`src/rtl/shiftreg_ctrl_pkg.sv`:
```
// Shared types for the shift-register controller: command ops, FSM states and MODE encodings.
// The op encoding matches the register MODE encoding, except that READ maps to HOLD.
package shiftreg_ctrl_pkg;

  typedef enum logic [1:0] {
    OP_READ = 2'b00,
    OP_ROTR = 2'b01,
    OP_ROTL = 2'b10,
    OP_LOAD = 2'b11
  } op_e;

  typedef enum logic [1:0] {
    IDLE = 2'b00,
    EXEC = 2'b01,
    RESP = 2'b10
  } state_e;

  localparam logic [1:0] MODE_HOLD = 2'b00;
  localparam logic [1:0] MODE_ROTR = 2'b01;
  localparam logic [1:0] MODE_ROTL = 2'b10;
  localparam logic [1:0] MODE_LOAD = 2'b11;

  function automatic logic [1:0] op_mode(input op_e op);
    case (op)
      OP_ROTR: op_mode = MODE_ROTR;
      OP_ROTL: op_mode = MODE_ROTL;
      OP_LOAD: op_mode = MODE_LOAD;
      default: op_mode = MODE_HOLD;
    endcase
  endfunction

endpackage

```
`src/rtl/shiftreg_rr_arb2.sv`:
```
// Two-way arbiter: round-robin, with the pointer moving to the loser on each accept.
// SHIFTREG_CTRL_FIXED_PRIO_EN: req0 always wins and the pointer is removed.
module shiftreg_rr_arb2
  import shiftreg_ctrl_pkg::*;
(
  input  logic clock,
  input  logic reset,
  input  logic req0,
  input  logic req1,
  input  logic accept,
  output logic gnt0,
  output logic gnt1
);

`ifdef SHIFTREG_CTRL_FIXED_PRIO_EN
  logic unused_fixed;
  assign unused_fixed = clock ^ reset ^ accept;
  assign gnt0 = req0;
  assign gnt1 = req1 & ~req0;
`else
  // ptr=0 favours req0; after a grant, favour the other side.
  logic ptr;

  always_ff @(posedge clock) begin
    if (reset) begin
      ptr <= 1'b0;
    end else if (accept) begin
      ptr <= gnt0;
    end
  end

  assign gnt0 = req0 & (~req1 | ~ptr);
  assign gnt1 = req1 & (~req0 | ptr);
`endif

endmodule

```
`src/rtl/shiftreg_ctrl.sv`:
```
// Sequences a shared universal shift register for two requesters (LOAD/ROTR/ROTL/READ).
// Latency: READ 1, LOAD 2, ROT N N+1 cycles. Ready only in IDLE; rsp has no backpressure.
module shiftreg_ctrl
  import shiftreg_ctrl_pkg::*;
#(
  parameter int WIDTH = 4,
  parameter int CNT_W = 3
) (
  input  logic             clock,
  input  logic             reset,
  input  logic             req0_valid,
  output logic             req0_ready,
  input  logic [1:0]       req0_op,
  input  logic [WIDTH-1:0] req0_data,
  input  logic [CNT_W-1:0] req0_count,
  input  logic             req1_valid,
  output logic             req1_ready,
  input  logic [1:0]       req1_op,
  input  logic [WIDTH-1:0] req1_data,
  input  logic [CNT_W-1:0] req1_count,
  output logic [1:0]       sr_mode,
  output logic [WIDTH-1:0] sr_datain,
  input  logic [WIDTH-1:0] sr_dataout,
  output logic             rsp_valid,
  output logic             rsp_id,
  output logic [WIDTH-1:0] rsp_data,
  output logic             busy
);

  state_e           state;
  op_e              op_q;
  logic [WIDTH-1:0] data_q;
  logic [CNT_W-1:0] cnt_q;
  logic             id_q;

  logic             gnt0, gnt1, idle, accept;
  op_e              acc_op;
  logic [WIDTH-1:0] acc_data;
  logic [CNT_W-1:0] acc_count;

  shiftreg_rr_arb2 u_arb (
    .clock  (clock),
    .reset  (reset),
    .req0   (req0_valid),
    .req1   (req1_valid),
    .accept (accept),
    .gnt0   (gnt0),
    .gnt1   (gnt1)
  );

  assign idle       = (state == IDLE) & ~reset;
  assign req0_ready = idle & gnt0;
  assign req1_ready = idle & gnt1;
  assign accept     = req0_ready | req1_ready;

  assign acc_op    = op_e'(gnt1 ? req1_op : req0_op);
  assign acc_data  = gnt1 ? req1_data : req0_data;
  assign acc_count = gnt1 ? req1_count : req0_count;

  always_ff @(posedge clock) begin
    if (reset) begin
      state     <= IDLE;
      op_q      <= OP_READ;
      data_q    <= '0;
      cnt_q     <= '0;
      id_q      <= 1'b0;
      sr_mode   <= MODE_HOLD;
      rsp_valid <= 1'b0;
      rsp_id    <= 1'b0;
      busy      <= 1'b0;
    end else begin
      case (state)
        IDLE: begin
          if (accept) begin
            op_q   <= acc_op;
            data_q <= acc_data;
            cnt_q  <= acc_count;
            id_q   <= gnt1;
            busy   <= 1'b1;
            if (acc_op == OP_LOAD || (acc_op != OP_READ && acc_count != '0)) begin
              state   <= EXEC;
              sr_mode <= op_mode(acc_op);
            end else begin
              state     <= RESP;
              rsp_valid <= 1'b1;
              rsp_id    <= gnt1;
            end
          end
        end
        EXEC: begin
          // Rotates leave EXEC on their last step, so the counter never goes below zero.
          if (op_q != OP_LOAD) begin
            cnt_q <= cnt_q - 1'b1;
          end
          if (op_q == OP_LOAD || cnt_q == CNT_W'(1)) begin
            state     <= RESP;
            sr_mode   <= MODE_HOLD;
            rsp_valid <= 1'b1;
            rsp_id    <= id_q;
          end
        end
        RESP: begin
          state     <= IDLE;
          rsp_valid <= 1'b0;
          rsp_id    <= 1'b0;
          busy      <= 1'b0;
        end
        default: begin
          state     <= IDLE;
          sr_mode   <= MODE_HOLD;
          rsp_valid <= 1'b0;
          busy      <= 1'b0;
        end
      endcase
    end
  end

  always_comb begin
    sr_datain = '0;
    case (sr_mode)
      MODE_LOAD:            sr_datain = data_q;
      MODE_ROTR, MODE_ROTL: sr_datain = sr_dataout;
      default:              sr_datain = '0;
    endcase
  end

  assign rsp_data = rsp_valid ? sr_dataout : '0;

endmodule

```
`config.mk`:
```
export PLATFORM = sky130hd
export DESIGN_NAME = shiftreg_ctrl
export DESIGN_NICKNAME = d
export VERILOG_FILES = /design/src/rtl/shiftreg_ctrl_pkg.sv /design/src/rtl/shiftreg_rr_arb2.sv /design/src/rtl/shiftreg_ctrl.sv
export SDC_FILE = /design/constraint.sdc
export NUM_CORES = 1
export LEC_CHECK = 0
export BUFFER_PORTS_ARGS = -buffer_cell sky130_fd_sc_hd__buf_2
export CAP_MARGIN = 20
export CORE_MARGIN = 2
export CORE_UTILIZATION = 44
export CTS_CLUSTER_SIZE = 24
export DETAILED_ROUTE_END_ITERATION = 10
export GPL_TIMING_DRIVEN = 0
export PLACE_DENSITY = 0.72
export SYNTH_ARGS = -nofsm -noshare
export SYNTH_HDL_FRONTEND = slang
export SYNTH_SLANG_ARGS = --single-unit
```
`constraint.sdc`:
```
create_clock -name clock -period 1.5 [get_ports clock]
set_input_delay 0.3 -clock clock [delete_from_list [all_inputs] [get_ports clock]]
set_output_delay 0.3 -clock clock [all_outputs]
set_load 0.05 [all_outputs]
```
==> results.cfg <==
[synthesis]
synth.cell_area_mm2 = 0.00118
synth-seq-cells = 18
synth_flop_cell = dfxtp_1
synth.net_count = 176
seq_area_frac_synth = 0.305
synth_cell_types = 36
syn_inst = 142
synthArstFlopShare = 0
ys_warn_count = 0
avgSynthCellArea_um2 = 8.31
synth_edf_count = 0

[critical_path]
worstSetupEndpointType = output pin
reg2reg_from = u_arb.ptr
path_max_fanout = 4
start_kind = register
cp.required_ns = 1.20
r2r_slack_ns = -0.01
crit_type = register to output pin
rr_endpoint = rsp_id
worstPathArrival_ns = 1.38
reg2reg_depth = 5

[finish]
syn_to_final_growth_pct = 61.8
final_nets = 235
layout_common_cells = 32 x buf_2, 15 x buf_4, 12 x nand2_1
fin_cells = 230
drive_gt1_frac = 0.580
antenna_cells = 0
layout_commonest_cell = buf_2
post-route-util = 0.764

[clock_network]
cts_max_level = 1
cts-root-buf = clkbuf_4
cts_inserted_buffers = 3
clockBufferDepth = 2
clkTransAtPathRegs_ns = 0.11
cts_tree = done
clk_latency_ns = 0.31
cts.sinks = 18

[power_and_ir_drop]
power.total_uw = 3520
p_leak_uw = 0.000787
ir_drop_mv = 1.52
powerDensity_mw_per_mm2 = 1840

[status]
status = finished, violations left
violations = negative setup slack

[drt]
viasPerCell = 5.56
drtIter0Drc = 43
wl_um = 3490
route.detailed.drc = 0
final_antenna_net_count = 0
vias = 1278
drtPass1Iterations = 4
detail_route.wl_per_cell_um = 15.2

[global_route]
grt_overflow = 0
grt_start_max_net_pins = 11
antenna_found_initial = 0
grt_use_total = 0.214
grt_first_pass_wirelength_um = 5440
grt_pass1_vias = 1244

[timing]
timing.final.ws_setup_ns = -0.180
worst_pin_slew_ns = 0.550
layout_min_cycle_time_ns = 1.68
slew_headroom = 0.633
rsz0062_at_grt = true
setup_violations = 7
report.final.slew_viol_count = 0
hold_viol_final = 0
fin_crit_sh = 1.12
max_freq_mhz = 595
skew_ns = 0.00313
tns_ns = -0.912

[min_path]
hold_path_depth = 3
min_from = req0_data[0]
hold_end = data_q[0]
holdCritPathClass = input port to register

[flow_run]
cap_violations = 0

[place]
finalWeightedCongestion = 0.834
post-place-cells = 211
io_buffers = 39
pre_cts_slack_ns = -0.342
hpwl_um = 2240

[die]
die_area_mm2 = 0.00311
ios = 41
num_rows = 18
die_w_um = 55.8
start_util = 0.472
core-area_mm2 = 0.00250
die_h_um = 55.8
## worst max-delay path by stage
stage / from / endpoint / slack (ns) / cells past startpoint
6_report: sr_mode[1] / sr_datain[0] / -0.18 / 5
3_3_place_gp: state[1] / data_q[2] / -0.32 / 8
2_1_floorplan: state[0] / req0_ready / -0.10 / 5
4_1_cts: sr_mode[1] / sr_datain[3] / -0.19 / 5
3_5_place_dp: state[0] / data_q[2] / -0.34 / 8
5_1_grt: sr_mode[1] / sr_datain[3] / -0.24 / 5
## worst max-delay path, cell delays in order, from the launching register on
cell     delay, ns
dfxtp_4       0.38
inv_4         0.04
ha_4          0.25
a22oi_2       0.21
nor2_4        0.04
buf_6         0.15
## cell usage after synthesis, types with 3 or more instances
cell,count,share of area
mux2i_1,3,0.025
o21ai_0,5,0.021
nor2_1,18,0.057
a22oi_1,4,0.025
ha_1,8,0.085
a21oi_1,5,0.021
dfxtp_1,18,0.31
a211oi_1,3,0.019
and2_1,5,0.027
inv_1,10,0.032
nand3_1,8,0.034
nand2b_1,3,0.016
a311oi_1,4,0.030
clkbuf_1,3,0.0095
nand2_1,14,0.045
## power breakdown
part           internal (µW)  total (µW)  leakage [µW]  switching (µW)
sequential               661         801      0.000152             140
clock                    148         321     0.0000210             173
combinational           1030        2400      0.000614            1370
## flip-flops by register name (all words and copies together) (netlist names)
register	flops
sr_mode	2
busy	1
id_q	1
u_arb.ptr	1
rsp_id	1
rsp_valid	1
state	2
cnt_q	3
op_q	2
data_q	4
## per-stage QoR
stage	area [µm²]	hold WS (ns)
2_1_floorplan	1230	0.458
3_3_place_gp	1470	0.446
3_5_place_dp	1470	0.450
4_1_cts	1750	0.255
5_1_grt	1910	0.242
6_report	1910	0.249
## cell families (layout without fill, tap and decap cells)
| family | after synthesis | in the layout | synth area share |
|---|---|---|---|
| flops | 18 | 18 | 0.305 |
| buf+inv | 17 | 75 | 0.0626 |
| simple gates | 54 | 54 | 0.213 |
| fa+ha+maj | 8 | 8 | 0.0848 |
| mux | 5 | 5 | 0.0445 |
| compound gates | 40 | 40 | 0.289 |
## layer usage
layer | share of wire | GRT usage | vias to the layer above
met1 | 0.43 | 0.257 | 589
met3 | 0.051 | 0.0395 | 5
met2 | 0.50 | 0.366 | 52
met5 | 0 | 0 | -
met4 | 0.015 | 0.101 | 0
li1 | - | - | 632
## repair_timing
| item | 4_1_cts | 5_1_grt |
|---|---|---|
| hold buffers | 0 | 0 |
| gates resized for setup | 52 | 28 |
| setup buffers | 10 | 7 |
| setup endpoints to repair | 21 | 21 |
| pin swaps | 11 | 15 |
| endpoints found under the hold margin | 0 | 0 |
## final cells by class
cell class,count,area [µm²]
Clock buffer,4,36.3
Timing Repair Buffer,55,374
Inverter,10,40.0
Sequential cell,18,374
Fill cell,156,591
Multi-Input combinational cell,107,996
Tap cell,30,37.5
Buffer,6,51.3
No activity file was read; power rests on OpenSTA's default activity.
